--- src/rtl/tenbaset_pkg.sv ---
// Shared types and timing constants for the 10BASE-T transmit scheduler.
// Latency: n/a (declarations only).
// Backpressure: n/a.
package tenbaset_pkg;

    // Scheduler FSM states
    typedef enum logic [2:0] {
        ST_IDLE,
        ST_START,
        ST_WAIT_BUSY,
        ST_SEND,
        ST_GAP
    } tx_sched_state_t;

    // 96 bit times at 10 Mb/s, counted in 20 MHz cycles
    localparam int TENBASET_IFG_CYCLES       = 192;
    // Longest frame incl. preamble/SFD/CRC: 1526 bytes x 16 cycles per byte
    localparam int TENBASET_MAX_FRAME_CYCLES = 24416;

endpackage

--- src/rtl/tenbaset_tx_scheduler_rr_arbiter.sv ---
// Round-robin pick: first set req bit scanning upward from ptr, wrapping.
// Latency: purely combinational.
// Backpressure: none; the caller decides when the pick is consumed.
module rr_arbiter #(
    parameter int NREQ = 4
) (
    input  logic [NREQ-1:0]         req,
    input  logic [$clog2(NREQ)-1:0] ptr,
    output logic [NREQ-1:0]         gnt_oh,
    output logic [$clog2(NREQ)-1:0] gnt_idx,
    output logic                    gnt_vld
);

    localparam int IDX_W = $clog2(NREQ);

    // Walk the requesters starting at ptr; the first hit wins
    always_comb begin
        logic [IDX_W-1:0] idx;
        gnt_oh  = '0;
        gnt_idx = '0;
        gnt_vld = 1'b0;
        idx     = '0;
        for (int i = 0; i < NREQ; i++) begin
            if (int'(ptr) + i >= NREQ) begin
                idx = IDX_W'(int'(ptr) + i - NREQ);
            end else begin
                idx = IDX_W'(int'(ptr) + i);
            end
            if (!gnt_vld && req[idx]) begin
                gnt_vld     = 1'b1;
                gnt_idx     = idx;
                gnt_oh[idx] = 1'b1;
            end
        end
    end

endmodule

--- src/rtl/tenbaset_tx_scheduler.sv ---
// Shares one 10BASE-T transmitter among NREQ sources: round-robin grant, start pulse, IFG, watchdog.
// Latency: req seen in IDLE -> gnt/tx_start next cycle; tx_done -> done next cycle.
// Backpressure: sources hold req until done/err_timeout; no arbitration outside IDLE.
module tenbaset_tx_scheduler
    import tenbaset_pkg::*;
#(
    parameter int NREQ           = 4,
    parameter int IFG_CYCLES     = TENBASET_IFG_CYCLES,
    parameter int TIMEOUT_CYCLES = 32768,
    parameter int CNT_W          = 16
) (
    input  logic                    clk20,
    input  logic                    rst,
    input  logic [NREQ-1:0]         req,
    output logic [NREQ-1:0]         gnt,
    output logic [$clog2(NREQ)-1:0] gnt_idx,
    output logic [NREQ-1:0]         done,
    output logic                    tx_start,
    input  logic                    tx_busy,
    input  logic                    tx_done,
    output logic                    err_timeout,
    output logic                    idle
);

    localparam int IDX_W = $clog2(NREQ);

    tx_sched_state_t  state_q, state_d;
    logic [IDX_W-1:0] ptr_q, ptr_d;
    logic [CNT_W-1:0] cnt_q, cnt_d;
    logic [NREQ-1:0]  gnt_q, gnt_d;
    logic [IDX_W-1:0] gnt_idx_q, gnt_idx_d;
    logic [NREQ-1:0]  done_q, done_d;
    logic             tx_start_q, tx_start_d;
    logic             err_timeout_q, err_timeout_d;
    logic             idle_q, idle_d;

    logic [NREQ-1:0]  arb_oh;
    logic [IDX_W-1:0] arb_idx;
    logic             arb_vld;

    rr_arbiter #(
        .NREQ (NREQ)
    ) u_arb (
        .req     (req),
        .ptr     (ptr_q),
        .gnt_oh  (arb_oh),
        .gnt_idx (arb_idx),
        .gnt_vld (arb_vld)
    );

    // Next-state and next-output logic for the scheduler FSM
    always_comb begin
        state_d       = state_q;
        ptr_d         = ptr_q;
        cnt_d         = cnt_q;
        gnt_d         = gnt_q;
        gnt_idx_d     = gnt_idx_q;
        done_d        = '0;
        tx_start_d    = 1'b0;
        err_timeout_d = 1'b0;

        case (state_q)
            ST_IDLE: begin
                if (arb_vld) begin
                    gnt_d      = arb_oh;
                    gnt_idx_d  = arb_idx;
                    ptr_d      = (arb_idx == IDX_W'(NREQ - 1)) ? '0 : arb_idx + IDX_W'(1);
                    tx_start_d = 1'b1;
                    // Watchdog counts from the tx_start cycle itself so that
                    // expiry lands exactly TIMEOUT_CYCLES after the start pulse.
                    cnt_d      = CNT_W'(TIMEOUT_CYCLES - 1);
                    state_d    = ST_START;
                end
            end

            ST_START: begin
                // tx_done cannot be meaningful here: the transmitter only now sees start
                cnt_d   = cnt_q - CNT_W'(1);
                state_d = ST_WAIT_BUSY;
            end

            ST_WAIT_BUSY, ST_SEND: begin
                if (tx_done) begin
                    // Completion wins over a watchdog expiry in the same cycle
                    done_d  = gnt_q;
                    gnt_d   = '0;
                    cnt_d   = CNT_W'(IFG_CYCLES - 1);
                    state_d = ST_GAP;
                end else if (cnt_q == '0) begin
                    err_timeout_d = 1'b1;
                    gnt_d         = '0;
                    cnt_d         = CNT_W'(IFG_CYCLES - 1);
                    state_d       = ST_GAP;
                end else begin
                    cnt_d = cnt_q - CNT_W'(1);
                    if (state_q == ST_WAIT_BUSY && tx_busy) begin
                        state_d = ST_SEND;
                    end
                end
            end

            ST_GAP: begin
                if (cnt_q == '0) begin
                    state_d = ST_IDLE;
                end else begin
                    cnt_d = cnt_q - CNT_W'(1);
                end
            end

            default: begin
                state_d = ST_IDLE;
                gnt_d   = '0;
            end
        endcase

        idle_d = (state_d == ST_IDLE);
    end

    // State, pointer, counter and all outputs are registered here
    always_ff @(posedge clk20) begin
        if (rst) begin
            // idle tracks the IDLE state, so it comes up high while everything else is cleared
            state_q       <= ST_IDLE;
            ptr_q         <= '0;
            cnt_q         <= '0;
            gnt_q         <= '0;
            gnt_idx_q     <= '0;
            done_q        <= '0;
            tx_start_q    <= 1'b0;
            err_timeout_q <= 1'b0;
            idle_q        <= 1'b1;
        end else begin
            state_q       <= state_d;
            ptr_q         <= ptr_d;
            cnt_q         <= cnt_d;
            gnt_q         <= gnt_d;
            gnt_idx_q     <= gnt_idx_d;
            done_q        <= done_d;
            tx_start_q    <= tx_start_d;
            err_timeout_q <= err_timeout_d;
            idle_q        <= idle_d;
        end
    end

    assign gnt         = gnt_q;
    assign gnt_idx     = gnt_idx_q;
    assign done        = done_q;
    assign tx_start    = tx_start_q;
    assign err_timeout = err_timeout_q;
    assign idle        = idle_q;

endmodule

--- config.mk ---
export PLATFORM = sky130hd
export DESIGN_NAME = tenbaset_tx_scheduler
export DESIGN_NICKNAME = d
export VERILOG_FILES = /design/src/rtl/tenbaset_pkg.sv /design/src/rtl/tenbaset_tx_scheduler_rr_arbiter.sv /design/src/rtl/tenbaset_tx_scheduler.sv
export SDC_FILE = /design/constraint.sdc
export NUM_CORES = 1
export LEC_CHECK = 0
export BUFFER_PORTS_ARGS = -buffer_cell sky130_fd_sc_hd__buf_2
export CORE_ASPECT_RATIO = 1.2
export CORE_MARGIN = 4
export CORE_UTILIZATION = 52
export CTS_CLUSTER_SIZE = 20
export DETAILED_ROUTE_END_ITERATION = 10
export MAX_ROUTING_LAYER = met4
export PLACE_DENSITY = 0.83
export SYNTH_ARGS = -nofsm -noshare
export SYNTH_HDL_FRONTEND = slang
export SYNTH_SLANG_ARGS = --single-unit
--- constraint.sdc ---
create_clock -name clk20 -period 2.8 [get_ports clk20]
set_input_delay 0.7 -clock clk20 [delete_from_list [all_inputs] [get_ports clk20]]
set_output_delay 0.7 -clock clk20 [all_outputs]
set_load 0.01 [all_outputs]
==> summary.md, run 1 <==
| Metric | Value |
|---|---|
| Synth unique cells | `45` |
| Site Rows | `24` |
| Adder-Cell Fraction of Synth Area | `0.0640` |
| Max Freq | `384 MHz` |
| Antenna violations before repair | `0` |
| Seq cells post-synth | `34` |
| Switching pwr | `0.000982 W` |
| Worst Setup SP | `ptr_q[1]` |
| Via-to-Cell Ratio | `~5.7` |
| CP Capture Type | `register` |
| NumNets Final | `275` |
| Clock Sinks | `34` |
| 1st-pass router iterations | `5` |
| Placed cells | `302` |
| CP max FO | `11` |
| Cell area after synthesis | `just under 2000 um^2` |
| Worst-margin pin slew | `0.697 ns` |
| Post-CTS setup buffers | `0` |
| DP Area | `2160 um^2` |
| H-tree levels | `2` |
| Critical path depth | `8` |
| Area contributors post-synth | `dfxtp_1, ha_1, a21oi_1` |
| Slew Viols, Final | `0` |
| Relative slew margins | `0.532` |
| RSZ-0062 raised after global routing | `false` |
| Post-route DRC | `0` |
| Area Growth Syn to Fin | `15.2%` |
| Post-Synth Simple-Gate Area | `0.209` |
| Clock Skew | `0.00690 ns` |
| Post-DRT Antenna Nets | `0` |
| Ys Warns | `0` |
| Syn Area/Cell | `about 8.7 um^2` |
| CP peak stage delay | `between 0.5 and 0.6 ns` |
| Fin cells | `310` |
| Multiplexer share of the synthesized area | `0.0717` |
| DIE AREA | `4810 um^2` |
| Sequential area share after synthesis | `0.348` |
| Hold Slack | `a little under 0.5 ns` |
| Vias in the first global route | `between 1500 and 2000` |
| Register share of total power | `0.333` |
| Total routed wirelength | `4190 um` |
| Clock network power share | `0.159` |
| IO Count | `21` |
| Clk slew on worst S/H paths | `0.07 ns` |
| Run status | `finished, final reports clean` |
| Fin util | `0.620` |
| ANT cells | `0` |
| CP Launch Type | `register` |
| HPWL after detailed placement | `approximately 3200 um` |
| Global-route wire length before repair | `7110 um` |
| R2R Setup Slk | `0.19 ns` |
| Pint | `0.00136 W` |
| Finished Cell Area | `2250 um^2` |
| Tot GR Track Use | `0.192` |
| CTS resizes | `0` |
| Sw Ratio | `0.419` |
| P_leak | `0.913 nW` |
| IO buf count | `20` |
| Initial DRC Count | `about 140` |
| Final period utilization | `0.931` |
| Layout cells sized above 1 | `0.186` |
| Largest family of logic cells by synthesized area | `compound AO/OA/AOI/OAI gates` |
| Reg-to-reg critical path startpoint | `ptr_q[1]` |
| Hold/Removal Path Class | `register to register` |
| Synth Flop Type | `dfxtp_1` |
| Max VDD drop | `597 uV` |
| Gr ovfl total | `0` |
| GPL Wtd Cong | `0.883` |
| Critical Path Slowest Stage Cell | `mux4_2` |
| Gate power share | `0.508` |
| Synthesized Nets | `roughly 240` |
| Critical path type | `register to register` |
| Critical path's top delay family | `simple AND/OR/NAND/NOR gates` |
| Final Hold Vio Count | `0` |
| Cell accounting for the most synthesized area | `dfxtp_1` |
| Die H | `75.2 um` |
| PwrDens | `1040 nW/um^2` |
| CTS tree | `done` |
| Vias | `roughly 1800` |
| Fin crit period | `2.61 ns` |
| Xor/xnor share of the synthesized area | `0.00448` |
| Area share of the largest cell type after synthesis | `0.348` |
| CP bufs+invs | `1` |
| Gate Count Post-Synth | `roughly 230` |
| Starting Density | `0.538` |
| Worst Setup EP | `cnt_q[4]` |
| Root Driver | `clkbuf_8` |
| CP Data Arrival Time | `2.79 ns` |
| Post-synth EDFFs | `0` |
| Num CTS Buffers | `5` |
| Die width | `64.0 um` |
| Post-DR wirelength/cell | `13.5 um` |
| Setup violators final | `0` |
| Hold_buf cts | `0` |
| Worst-case reg-to-reg path depth | `8` |
| Complex-gate fraction of the synthesized area | `0.256` |
| RR Endpoint | `cnt_q[4]` |
| Setup_tns | `0 ns` |
| CP Cell Sequence | `inv_1, ha_1, mux4_2, or3_4, nor3_4, or2_2, a31oi_1, o21a_1` |
| Largest net degree at the start of global routing | `29` |
| Max Cap Viol | `0` |
| Clock Latency Late Sink | `0.29 ns` |
| Asr flop ratio synth | `0` |
| Worst EP required | `just under 3 ns` |
| Core ar. | `approximately 3600 um^2` |
| CTS max path bufs | `2` |
[cells by family (layout without fill, tap and decap cells)]
kind of cell | count (synthesis) | in the layout
adder cells (fa/ha/maj) | 10 | 10
multiplexers | 9 | 9
AND/OR/NAND/NOR | 79 | 79
AO/OA/AOI/OAI | 75 | 75
flip-flops | 34 | 34
XOR/XNOR | 1 | 1
buffers and inverters | 18 | 50
[power groups by stage]
stage	clock network, W	registers, W	logic (W)
after CTS	0.000382	0.000778	0.00119
final	0.000373	0.000781	0.00119
after global routing	0.000405	0.000802	0.00133
after global placement	0	0.000784	0.00116
after detailed placement	0	0.000790	0.00119
after floorplan	0	0.000790	0.000872
[sequential cells by signal, indices dropped and copies added (netlist names), named ones only]
register,count
cnt_q,16
done,4
err_timeout,1
gnt,4
gnt_idx,2
idle,1
ptr_q,1
state_q,3
tx_start,1
[layout by cell type (no fill, tap or decap), types with 6 or more instances in the layout]
cell       n
ha_1      10
a31oi_1   12
nor3_1    12
inv_1     10
buf_4     12
dfxtp_1   34
buf_2     20
nand2_1    8
o21ai_0    7
clkbuf_8   6
nor2_1    28
o21a_1     9
a21oi_1   21
[Yosys cell counts (4+ instances only)]
master and instances:
dfxtp_1 34, nor2_1 28, a21oi_1 21, a31oi_1 12
nor3_1 12, ha_1 10, inv_1 10, o21a_1 9
nand2_1 8, o21ai_0 7, a221oi_1 5, and2_1 5
mux2i_1 5, nor4_1 5, a22oi_1 4, mux4_2 4
o2bb2ai_1 4
[layout make-up]
| type | instances | area (um^2) |
|---|---|---|
| fill | 307 | 1380 |
| clock buffer | 6 | 82.6 |
| clock inverter | 2 | 12.5 |
| sequential | 34 | 681 |
| inverter | 10 | 37.5 |
| timing repair buffer | 32 | 190 |
| tap | 52 | 65.1 |
| multi-input combinational | 174 | 1180 |
[worst min path at each step]
stage               start  depth (start not counted)    endpoint  slack (ns)
4_1_cts            gnt[3]                          1      gnt[3]        0.48
3_3_place_gp       gnt[3]                          1      gnt[3]        0.47
5_1_grt        gnt_idx[1]                          2  gnt_idx[1]        0.51
3_5_place_dp       gnt[3]                          1      gnt[3]        0.47
2_1_floorplan   cnt_q[13]                          2   cnt_q[13]        0.45
6_report        cnt_q[13]                          2   cnt_q[13]        0.48
[through the flow]
stage / power (W) / setup WS (ns)
after global routing: 0.00254 / 0.0228
after floorplan: 0.00166 / 0.0303
after detailed placement: 0.00198 / 0.201
after global placement: 0.00195 / 0.231
final: 0.00235 / 0.194
after CTS: 0.00235 / 0.192
[worst register-to-register path, stage by stage (launching register included)]
cell and delay (ns):
dfxtp_1 0.33, inv_1 0.10, ha_1 0.39, mux4_2 0.54
or3_4 0.42, nor3_4 0.20, or2_2 0.28, a31oi_1 0.06
o21a_1 0.17
[layer usage]
| layer | track usage | wire length, um | vias up |
|---|---|---|---|
| met4 | 0.0695 | 56 | 0 |
| met3 | 0.0418 | 200 | 7 |
| met1 | 0.204 | 1810 | 815 |
| met2 | 0.350 | 2120 | 45 |
| met5 | - | 0 | - |
| li1 | - | - | 915 |
(Power assumes the default switching activity.)
==> inputs of run 2 (changes only) <==
Settings changed: PLACE_DENSITY 0.83 to 0.86.
==> summary.md, run 2 (synthesized netlist as in run 1, its figures left out) <==
| Metric | Value |
|---|---|
| Max VDD drop | `815 uV (+36%)` |
| Via-to-Cell Ratio | `5.86 (+1.9%)` |
| Setup violators final | `0 (unchanged)` |
| Post-DRT Antenna Nets | `0 (unchanged)` |
| Hold_buf cts | `0 (unchanged)` |
| Run status | `finished, final reports clean` |
| Total routed wirelength | `4500 um (+7.6%)` |
| NumNets Final | `275 (unchanged)` |
| Max Freq | `389 MHz (+1.4%)` |
| Detail Route met2 WL | `2330 um (+10%)` |
| GPL Wtd Cong | `0.877 (-0.68%)` |
| Met3 wire length | `214 um (+7.0%)` |
| Multi-input logic area | `1180 um^2 (unchanged)` |
| Clock Latency Late Sink | `0.29 ns (about the same)` |
| FILL cells | `320 (+4.2%)` |
| CP Capture Type | `register` |
| Hold/Removal Path Class | `register to register` |
| Storage cell area | `681 um^2 (unchanged)` |
| Site Rows | `24 (unchanged)` |
| Layout cells sized above 1 | `0.186 (unchanged)` |
| Critical path depth | `8 (unchanged)` |
| Final Hold Vio Count | `0 (unchanged)` |
| Clock Skew | `0.00990 ns (+0.00300 ns)` |
| PwrDens | `1110 nW/um^2 (+6.8%)` |
| 1st-pass router iterations | `4 (-1)` |
| CP max FO | `11 (unchanged)` |
| Worst-margin pin slew | `0.695 ns (-0.00207 ns)` |
| RSZ-0062 raised after global routing | `false` |
| Max Used Layer | `met4` |
| Initial DRC Count | `85 (-39%)` |
| CP Cell Sequence | `inv_1, ha_1, mux4_2, or3_4, nor3_4, or2_2, o21ai_0, a21oi_1` |
| Most common cell after layout, fill and taps aside | `dfxtp_1` |
| CP peak stage delay | `0.53 ns (about the same)` |
| Die width | `64.0 um (unchanged)` |
| R2R Setup Slk | `0.23 ns (+0.04 ns)` |
| IO Count | `21 (unchanged)` |
| P_leak | `0.934 nW (+2.3%)` |
| CTS max path bufs | `2 (unchanged)` |
| Relative slew margins | `0.533 (+0.00139)` |
| Placed cells | `302 (unchanged)` |
| IO buf count | `20 (unchanged)` |
| H-tree levels | `2 (unchanged)` |
| Worst Setup SP | `ptr_q[1]` |
| Die H | `75.2 um (unchanged)` |
| Core ar. | `3630 um^2 (unchanged)` |
| Root Driver | `clkbuf_8` |
| Wl on met1 | `1860 um (+2.7%)` |
| Max Cap Viol | `0 (unchanged)` |
| Critical path's top delay family | `simple AND/OR/NAND/NOR gates` |
| CTS resizes | `0 (unchanged)` |
| RR Endpoint | `cnt_q[14]` |
| CTS tree | `done` |
| DP Area | `2160 um^2 (unchanged)` |
| Worst-case reg-to-reg path depth | `8 (unchanged)` |
| Antenna violations before repair | `0 (unchanged)` |
| Final period utilization | `0.918 (-0.0129)` |
| Starting Density | `0.538 (unchanged)` |
| Largest Register | `cnt_q` |
| Largest register FFs | `16 (unchanged)` |
| Num CTS Buffers | `5 (unchanged)` |
| Vias | `1816 (+1.9%)` |
| HPWL after detailed placement | `3340 um (+5.4%)` |
| Clock Sinks | `34 (unchanged)` |
| ANT cells | `0 (unchanged)` |
| Worst Setup EP | `cnt_q[14]` |
| Gr ovfl total | `0 (unchanged)` |
| Most frequent cells in the layout | `dfxtp_1, nor2_1, a21oi_1` |
| Finished Cell Area | `2290 um^2 (+1.9%)` |
| Clk slew on worst S/H paths | `0.08 ns (about the same)` |
| Tot GR Track Use | `0.211 (+0.0197)` |
| DIE AREA | `4810 um^2 (unchanged)` |
| Largest net degree at the start of global routing | `29 (unchanged)` |
| Global-route wire length before repair | `7800 um (+9.8%)` |
| Worst EP required | `3.02 ns (+0.04 ns)` |
| Vias in the first global route | `1779 (+6.0%)` |
| Post-route DRC | `0 (unchanged)` |
| Post-DR wirelength/cell | `14.5 um (+7.6%)` |
| Setup_tns | `0 ns (unchanged)` |
| CP Data Arrival Time | `2.79 ns (about the same)` |
| Critical Path Slowest Stage Cell | `mux4_2` |
| Critical path type | `register to register` |
| Post-CTS setup buffers | `0 (unchanged)` |
| Reg-to-reg critical path startpoint | `ptr_q[1]` |
| CP Launch Type | `register` |
| Slew Viols, Final | `0 (unchanged)` |
| Fin crit period | `2.57 ns (-0.0360 ns)` |
| Area Growth Syn to Fin | `17.3%` |
| Fin cells | `310 (unchanged)` |
| Hold Path Origin | `gnt[0]` |
| CP bufs+invs | `1 (unchanged)` |
==> run 2: metrics by stage <==
stage	util	setup slack, ns	total power [W]	hold slack (ns)
floorplan	-	0.0303	0.00166	0.450
global placement	0.594	0.278	0.00195	0.457
detailed placement	0.594	0.245	0.00200	0.478
CTS	0.632	0.245	0.00255	0.491
global route	0.632	0.0661	0.00275	0.501
finish	0.632	0.230	0.00255	0.492
==> run 2: worst min-delay path by stage <==
| stage | end | cells past startpoint |
|---|---|---|
| 2_1_floorplan | cnt_q[13] | 2 |
| 3_3_place_gp | gnt[0] | 1 |
| 3_5_place_dp | gnt[0] | 1 |
| 4_1_cts | gnt[3] | 1 |
| 5_1_grt | gnt[3] | 1 |
| 6_report | gnt[0] | 1 |
==> run 2: metal layers <==
layer	GRT usage	vias to the layer above
met5	-	-
met4	0.110	0
met3	0.0493	11
met2	0.365	55
met1	0.227	832
li1	-	918
==> run 2: area by class of cell <==
class | instances | share of cell area
tap | 52 | 0.0284
clock buffer | 5 | 0.0300
clock inverter | 3 | 0.0300
sequential | 34 | 0.297
timing repair buffer | 32 | 0.0829
multi-input combinational | 174 | 0.516
inverter | 10 | 0.0164
==> run 2: power by group <==
part	switching, W	internal [W]
registers	0.000148	0.000638
clock network	0.000189	0.000357
logic	0.000689	0.000531
total	0.00103	0.00153
==> run 2: worst reg2reg max path: stages (launching register included) <==
cell and delay, ns:
dfxtp_1 0.33, inv_1 0.09, ha_1 0.39, mux4_2 0.54, or3_4 0.43, nor3_4 0.18
or2_2 0.26, o21ai_0 0.14, a21oi_1 0.14
